==> src/rtl/alu_seq_pkg.sv <==
// Shared types and constants for the sequential ALU/multiplier block.
// Optional feature macro: ALU_MUL_EARLY_EXIT_EN (early exit of the shift-add loop).
package alu_seq_pkg;

    typedef enum logic [1:0] {
        ST_IDLE = 2'd0,
        ST_PASS = 2'd1,
        ST_MUL  = 2'd2,
        ST_DONE = 2'd3
    } state_e;

    localparam logic       OP_PASS      = 1'b0;
    localparam logic       OP_MUL       = 1'b1;
    localparam logic [5:0] ALU_CTRL_ADD = 6'b000010;
    localparam int         MUL_ITERS    = 16;
    localparam int         CNT_W        = $clog2(MUL_ITERS);

endpackage

==> src/rtl/alu_mul_seq_alu.sv <==
// Combinational 16-bit ALU with control {zx,nx,zy,ny,f,no}; the block's only adder.
module alu_mul_seq_alu (
    input  logic [15:0] x_i,
    input  logic [15:0] y_i,
    input  logic [5:0]  ctrl_i,
    output logic [15:0] out_o
);

    logic [15:0] xz, xn, yz, yn, fo;

    assign xz    = ctrl_i[5] ? 16'h0000 : x_i;
    assign xn    = ctrl_i[4] ? ~xz : xz;
    assign yz    = ctrl_i[3] ? 16'h0000 : y_i;
    assign yn    = ctrl_i[2] ? ~yz : yz;
    assign fo    = ctrl_i[1] ? (xn + yn) : (xn & yn);
    assign out_o = ctrl_i[0] ? ~fo : fo;

endmodule

==> src/rtl/alu_mul_seq.sv <==
// Sequential ALU: single-pass ALU operation or 16x16 shift-add multiply (low 16 bits).
// Optional feature macro: ALU_MUL_EARLY_EXIT_EN (leave MUL once the multiplier is exhausted).
module alu_mul_seq
    import alu_seq_pkg::*;
(
    input  logic        clk,
    input  logic        rst_n,
    input  logic        start_valid,
    output logic        start_ready,
    input  logic        op,
    input  logic [5:0]  ctrl,
    input  logic [15:0] a,
    input  logic [15:0] b,
    output logic [15:0] res,
    output logic        res_valid,
    input  logic        res_ready,
    output logic        zr,
    output logic        ng,
    output logic        busy
);

    state_e             state_q, state_d;
    logic [15:0]        acc_q, acc_d;
    logic [15:0]        mcand_q, mcand_d;
    logic [15:0]        mplier_q, mplier_d;
    logic [5:0]         ctrl_q, ctrl_d;
    logic [CNT_W-1:0]   cnt_q, cnt_d;
    logic [15:0]        res_q, res_d;

    logic [15:0]        aluX, aluY, aluOut;
    logic [5:0]         aluCtrl;
    logic [15:0]        accNext, mplierNext;
    logic               mulLast;

    // mcand/mplier double as the captured x/y operands for PASS
    always_comb begin
        aluX    = mcand_q;
        aluY    = mplier_q;
        aluCtrl = ctrl_q;
        if (state_q == ST_MUL) begin
            aluX    = acc_q;
            aluY    = mcand_q;
            aluCtrl = ALU_CTRL_ADD;
        end
    end

    alu_mul_seq_alu u_alu (
        .x_i    (aluX),
        .y_i    (aluY),
        .ctrl_i (aluCtrl),
        .out_o  (aluOut)
    );

    assign accNext    = mplier_q[0] ? aluOut : acc_q;
    assign mplierNext = {1'b0, mplier_q[15:1]};

`ifdef ALU_MUL_EARLY_EXIT_EN
    assign mulLast = (mplierNext == 16'h0000) || (cnt_q == CNT_W'(MUL_ITERS - 1));
`else
    assign mulLast = (cnt_q == CNT_W'(MUL_ITERS - 1));
`endif

    always_comb begin
        state_d  = state_q;
        acc_d    = acc_q;
        mcand_d  = mcand_q;
        mplier_d = mplier_q;
        ctrl_d   = ctrl_q;
        cnt_d    = cnt_q;
        res_d    = res_q;
        unique case (state_q)
            ST_IDLE: begin
                if (start_valid) begin
                    acc_d    = 16'h0000;
                    mcand_d  = a;
                    mplier_d = b;
                    ctrl_d   = ctrl;
                    cnt_d    = '0;
                    state_d  = (op == OP_MUL) ? ST_MUL : ST_PASS;
                end
            end
            ST_PASS: begin
                res_d   = aluOut;
                state_d = ST_DONE;
            end
            ST_MUL: begin
                acc_d    = accNext;
                mcand_d  = {mcand_q[14:0], 1'b0};
                mplier_d = mplierNext;
                cnt_d    = cnt_q + 1'b1;
                if (mulLast) begin
                    res_d   = accNext;
                    state_d = ST_DONE;
                end
            end
            ST_DONE: begin
                if (res_ready) begin
                    state_d = ST_IDLE;
                end
            end
            default: state_d = ST_IDLE;
        endcase
    end

    always_ff @(posedge clk or negedge rst_n) begin
        if (!rst_n) begin
            state_q  <= ST_IDLE;
            acc_q    <= 16'h0000;
            mcand_q  <= 16'h0000;
            mplier_q <= 16'h0000;
            ctrl_q   <= 6'h00;
            cnt_q    <= '0;
            res_q    <= 16'h0000;
        end else begin
            state_q  <= state_d;
            acc_q    <= acc_d;
            mcand_q  <= mcand_d;
            mplier_q <= mplier_d;
            ctrl_q   <= ctrl_d;
            cnt_q    <= cnt_d;
            res_q    <= res_d;
        end
    end

    assign start_ready = (state_q == ST_IDLE);
    assign busy        = (state_q != ST_IDLE);
    assign res_valid   = (state_q == ST_DONE);
    assign res         = res_q;
    assign zr          = (res_q == 16'h0000);
    assign ng          = res_q[15];

endmodule

==> config.mk <==
export PLATFORM = sky130hd
export DESIGN_NAME = alu_mul_seq
export DESIGN_NICKNAME = d
export VERILOG_FILES = /design/src/rtl/alu_seq_pkg.sv /design/src/rtl/alu_mul_seq_alu.sv /design/src/rtl/alu_mul_seq.sv
export SDC_FILE = /design/constraint.sdc
export NUM_CORES = 1
export LEC_CHECK = 0
export ABC_AREA = 1
export CAP_MARGIN = 15
export CELL_PAD_IN_SITES_DETAIL_PLACEMENT = 1
export CELL_PAD_IN_SITES_GLOBAL_PLACEMENT = 1
export CORE_ASPECT_RATIO = 1.4
export CORE_MARGIN = 3
export CORE_UTILIZATION = 37
export DETAILED_ROUTE_END_ITERATION = 6
export GPL_TIMING_DRIVEN = 0
export PLACE_DENSITY = 0.9
export SLEW_MARGIN = 10
export SYNTH_ARGS = -nofsm -noshare
export SYNTH_HDL_FRONTEND = slang
export SYNTH_HIERARCHICAL = 1
export SYNTH_SLANG_ARGS = --single-unit
==> constraint.sdc <==
create_clock -name clk -period 3.6 [get_ports clk]
set_input_delay 0.54 -clock clk [delete_from_list [all_inputs] [get_ports clk]]
set_output_delay 0.54 -clock clk [all_outputs]
set_load 0.03 [all_outputs]
==> results <==
## per-layer routing
layer / global-route usage / vias to the layer above / routed length, um / share of wire
met3: 0.0267 / 120 / 1090 / 0.043
met2: 0.437 / 282 / 13300 / 0.52
met5: 0 / - / 0 / 0
met4: 0.139 / 0 / 1770 / 0.069
li1: - / 3192 / - / -
met1: 0.270 / 3425 / 9400 / 0.37
## layout by cell type, fill, tap and decap left out, types with 9 or more instances in the layout
| cell type | instances |
|---|---|
| nand2_1 | 402 |
| xor2_1 | 37 |
| ha_4 | 10 |
| o21ai_1 | 33 |
| clkdlybuf4s50_1 | 62 |
| dfrtp_1 | 75 |
| o21ai_0 | 72 |
| buf_2 | 13 |
| inv_1 | 143 |
| nand2_2 | 22 |
| nor2_1 | 27 |
| buf_4 | 22 |
| clkbuf_16 | 9 |
| nand3_1 | 55 |
| buf_6 | 14 |
## per-stage QoR
step                      utilization  area, um^2  setup WS (ps)  TNS (ps)  hold WS, ps
after detailed placement        0.436        7070           -719    -14580          472
after global placement          0.434        7050           -858    -73900          463
after global routing            0.488        7920           -346     -4530          115
after floorplan                     -        6170            169         0          244
final                           0.488        7920           -191      -973          101
after CTS                       0.460        7470           11.2         0          109
## Yosys cell counts, drive strengths merged
master	count
a21oi	12
and2	2
buf	38
clkbuf	8
dfrtp	76
fa	1
ha	20
inv	151
nand2	424
nand3	61
nand3b	2
nand4	2
nor2	34
nor3	1
o211ai	3
o21ai	108
o22ai	1
or2	4
xnor2	1
xor2	41
## path summary, 6_finish.rpt
check	cells after the start	to	slack, ps
worst max-delay path	27	res[15]$_DFFE_PN0P_	-190
min in group clk	2	ctrl_q[1]$_DFFE_PN0P_	500
max in group asynchronous	2	mplier_q[10]$_DFFE_PN0P_	2870
worst max register to register	27	res[15]$_DFFE_PN0P_	-190
worst min register to register	2	ctrl_q[1]$_DFFE_PN0P_	500
worst min-delay path	1	res[5]$_DFFE_PN0P_	100
## state kept, by name, summed over array words and instances, names as in the netlist
signal / count
acc_q: 16
state_q: 2
cnt_q: 4
mplier_q: 16
mcand_q: 16
ctrl_q: 6
res: 16
## critical path: stages (launching register included)
cell and delay [ps]:
dfrtp_1 410, inv_2 100, ha_4 200, buf_12 150
buf_8 150, nor2_2 50, buf_6 130, buf_12 130
buf_4 130, xor2_1 210, inv_1 190, ha_4 310
nand2_1 80, nand2_1 100, a21oi_1 230, nand2_2 140
nand2_2 120, nand2_1 70, nand2_1 60, nand3_1 70
nand3_1 80, nand2_1 110, inv_1 90, nand2_1 50
nand3_1 110, nand2_1 70, nand2_1 70, nand2_1 50
## area by class of cell
type	count	area [um^2]	area share
Tap cell	199	249	0.0314
Clock buffer	9	225	0.0284
Inverter	151	569	0.0719
Timing Repair Buffer	80	801	0.101
Multi-Input combinational cell	717	3660	0.463
Buffer	46	410	0.0518
Sequential cell	76	1900	0.240
Clock inverter	7	98.8	0.0125
## kinds of logic after synthesis
logic type	Yosys count	share of synthesized area
flip-flops	76	0.308
AND/OR/NAND/NOR	530	0.342
buffers and inverters	197	0.144
adder cells (fa/ha/maj)	21	0.0438
AO/OA/AOI/OAI	124	0.102
XOR/XNOR	42	0.0596
## timing repair
item | CTS | global route
pin swaps | 0 | 14
setup endpoints to repair | 30 | 29
resized for setup | 25 | 83
hold endpoints to repair | 0 | 0
hold buffers | 0 | 0
buffers inserted | 1 | 15
==> reports/results.tsv <==
metric	value	unit
Root Driver	clkbuf_16	
ANT cells	0	
routability cong.	0.906	
first-pass GRT wire length	35500	um
run status	finished, violations left	
Seq/Total Area, Yosys	0.308	
Hold/Removal Path Class	input pin to async pin	
Critical R2R Launch	state_q[0]$_DFFE_PN0P_	
Worst-path clk slew	70	ps
total of max-cap violations	0	
Crit. Startpoint	state_q[0]$_DFFE_PN0P_	
largest net degree at the start of global routing	53	
Antenna Violating Nets Remaining	0	
distinct cell type count of the synthesized netlist	27	
Synth area leaders	dfrtp_1 31%, nand2_1 26%, inv_1 8.9%, o21ai_0 6.7%, xor2_1 5.8%	
Longest Clk Path Bufs	2	
# clock sinks	76	
crit path max fanout	10	
final count of pins violating max slew	0	
Critical Path AT	4040	ps
Clock Skew	6.80	ps
Num CTS Buffers	9	
Critical Path Source Type	flip-flop	
PortBufs	63	
I/O pin cnt	64	
Starting Density	0.380	
final cell count without fillers	1285	
fin nets	1145	
total number of vias	7019	
share of cells above drive strength 1	0.138	
required time of the critical path	3840	ps
Initial DRT Pass Iterations	5	
DRC Markers	0	
final setup fails	14	
biggest area consumer among synthesized cells	dfrtp_1	
syn nets	1054	
Yosys reg bits	76	
Initial DRC Count	491	
Worst-Skew Late Latency	350	ps
cell count after synthesis	990	
final hold violations	0	
DP Cell Count	1253	
fill count	2142	
syn_area_per_cell	6.23	um^2
critical path class	flip-flop to flip-flop	
Core ar.	0.0162	mm^2
drt wl/cell	19.9	um
Peak Freq	264	MHz
Final period util	1.05	
Least-Margin Pin Slew	532	ps
vias in the first global route	7142	
Final min period	3790	ps
initial antenna violation count	0	
Die Span X	115	um
CTS tree	yes	
Die ar.	0.0183	mm^2
total track usage	0.243	
P&R area growth vs syn	28.4	%
H-tree depth	3	
top-area cell type share of the netlist area	0.308	
DP Wirelength	16000	um
Ys Warns	6	
Final WS setup	-191	ps
Die Span Y	159	um
Crit. End Element	flip-flop	
Rel. slew slack	0.645	
GRT overflow	0	
DRT Wirelength	25500	um
Vias/cell	5.46	
synthesized area	0.00617	mm^2
Row Count	55	
failing checks	negative setup slack	
Power of run 1 is not shown: default switching activity piles up to over one toggle a cycle in this logic, so the estimate is an artifact.
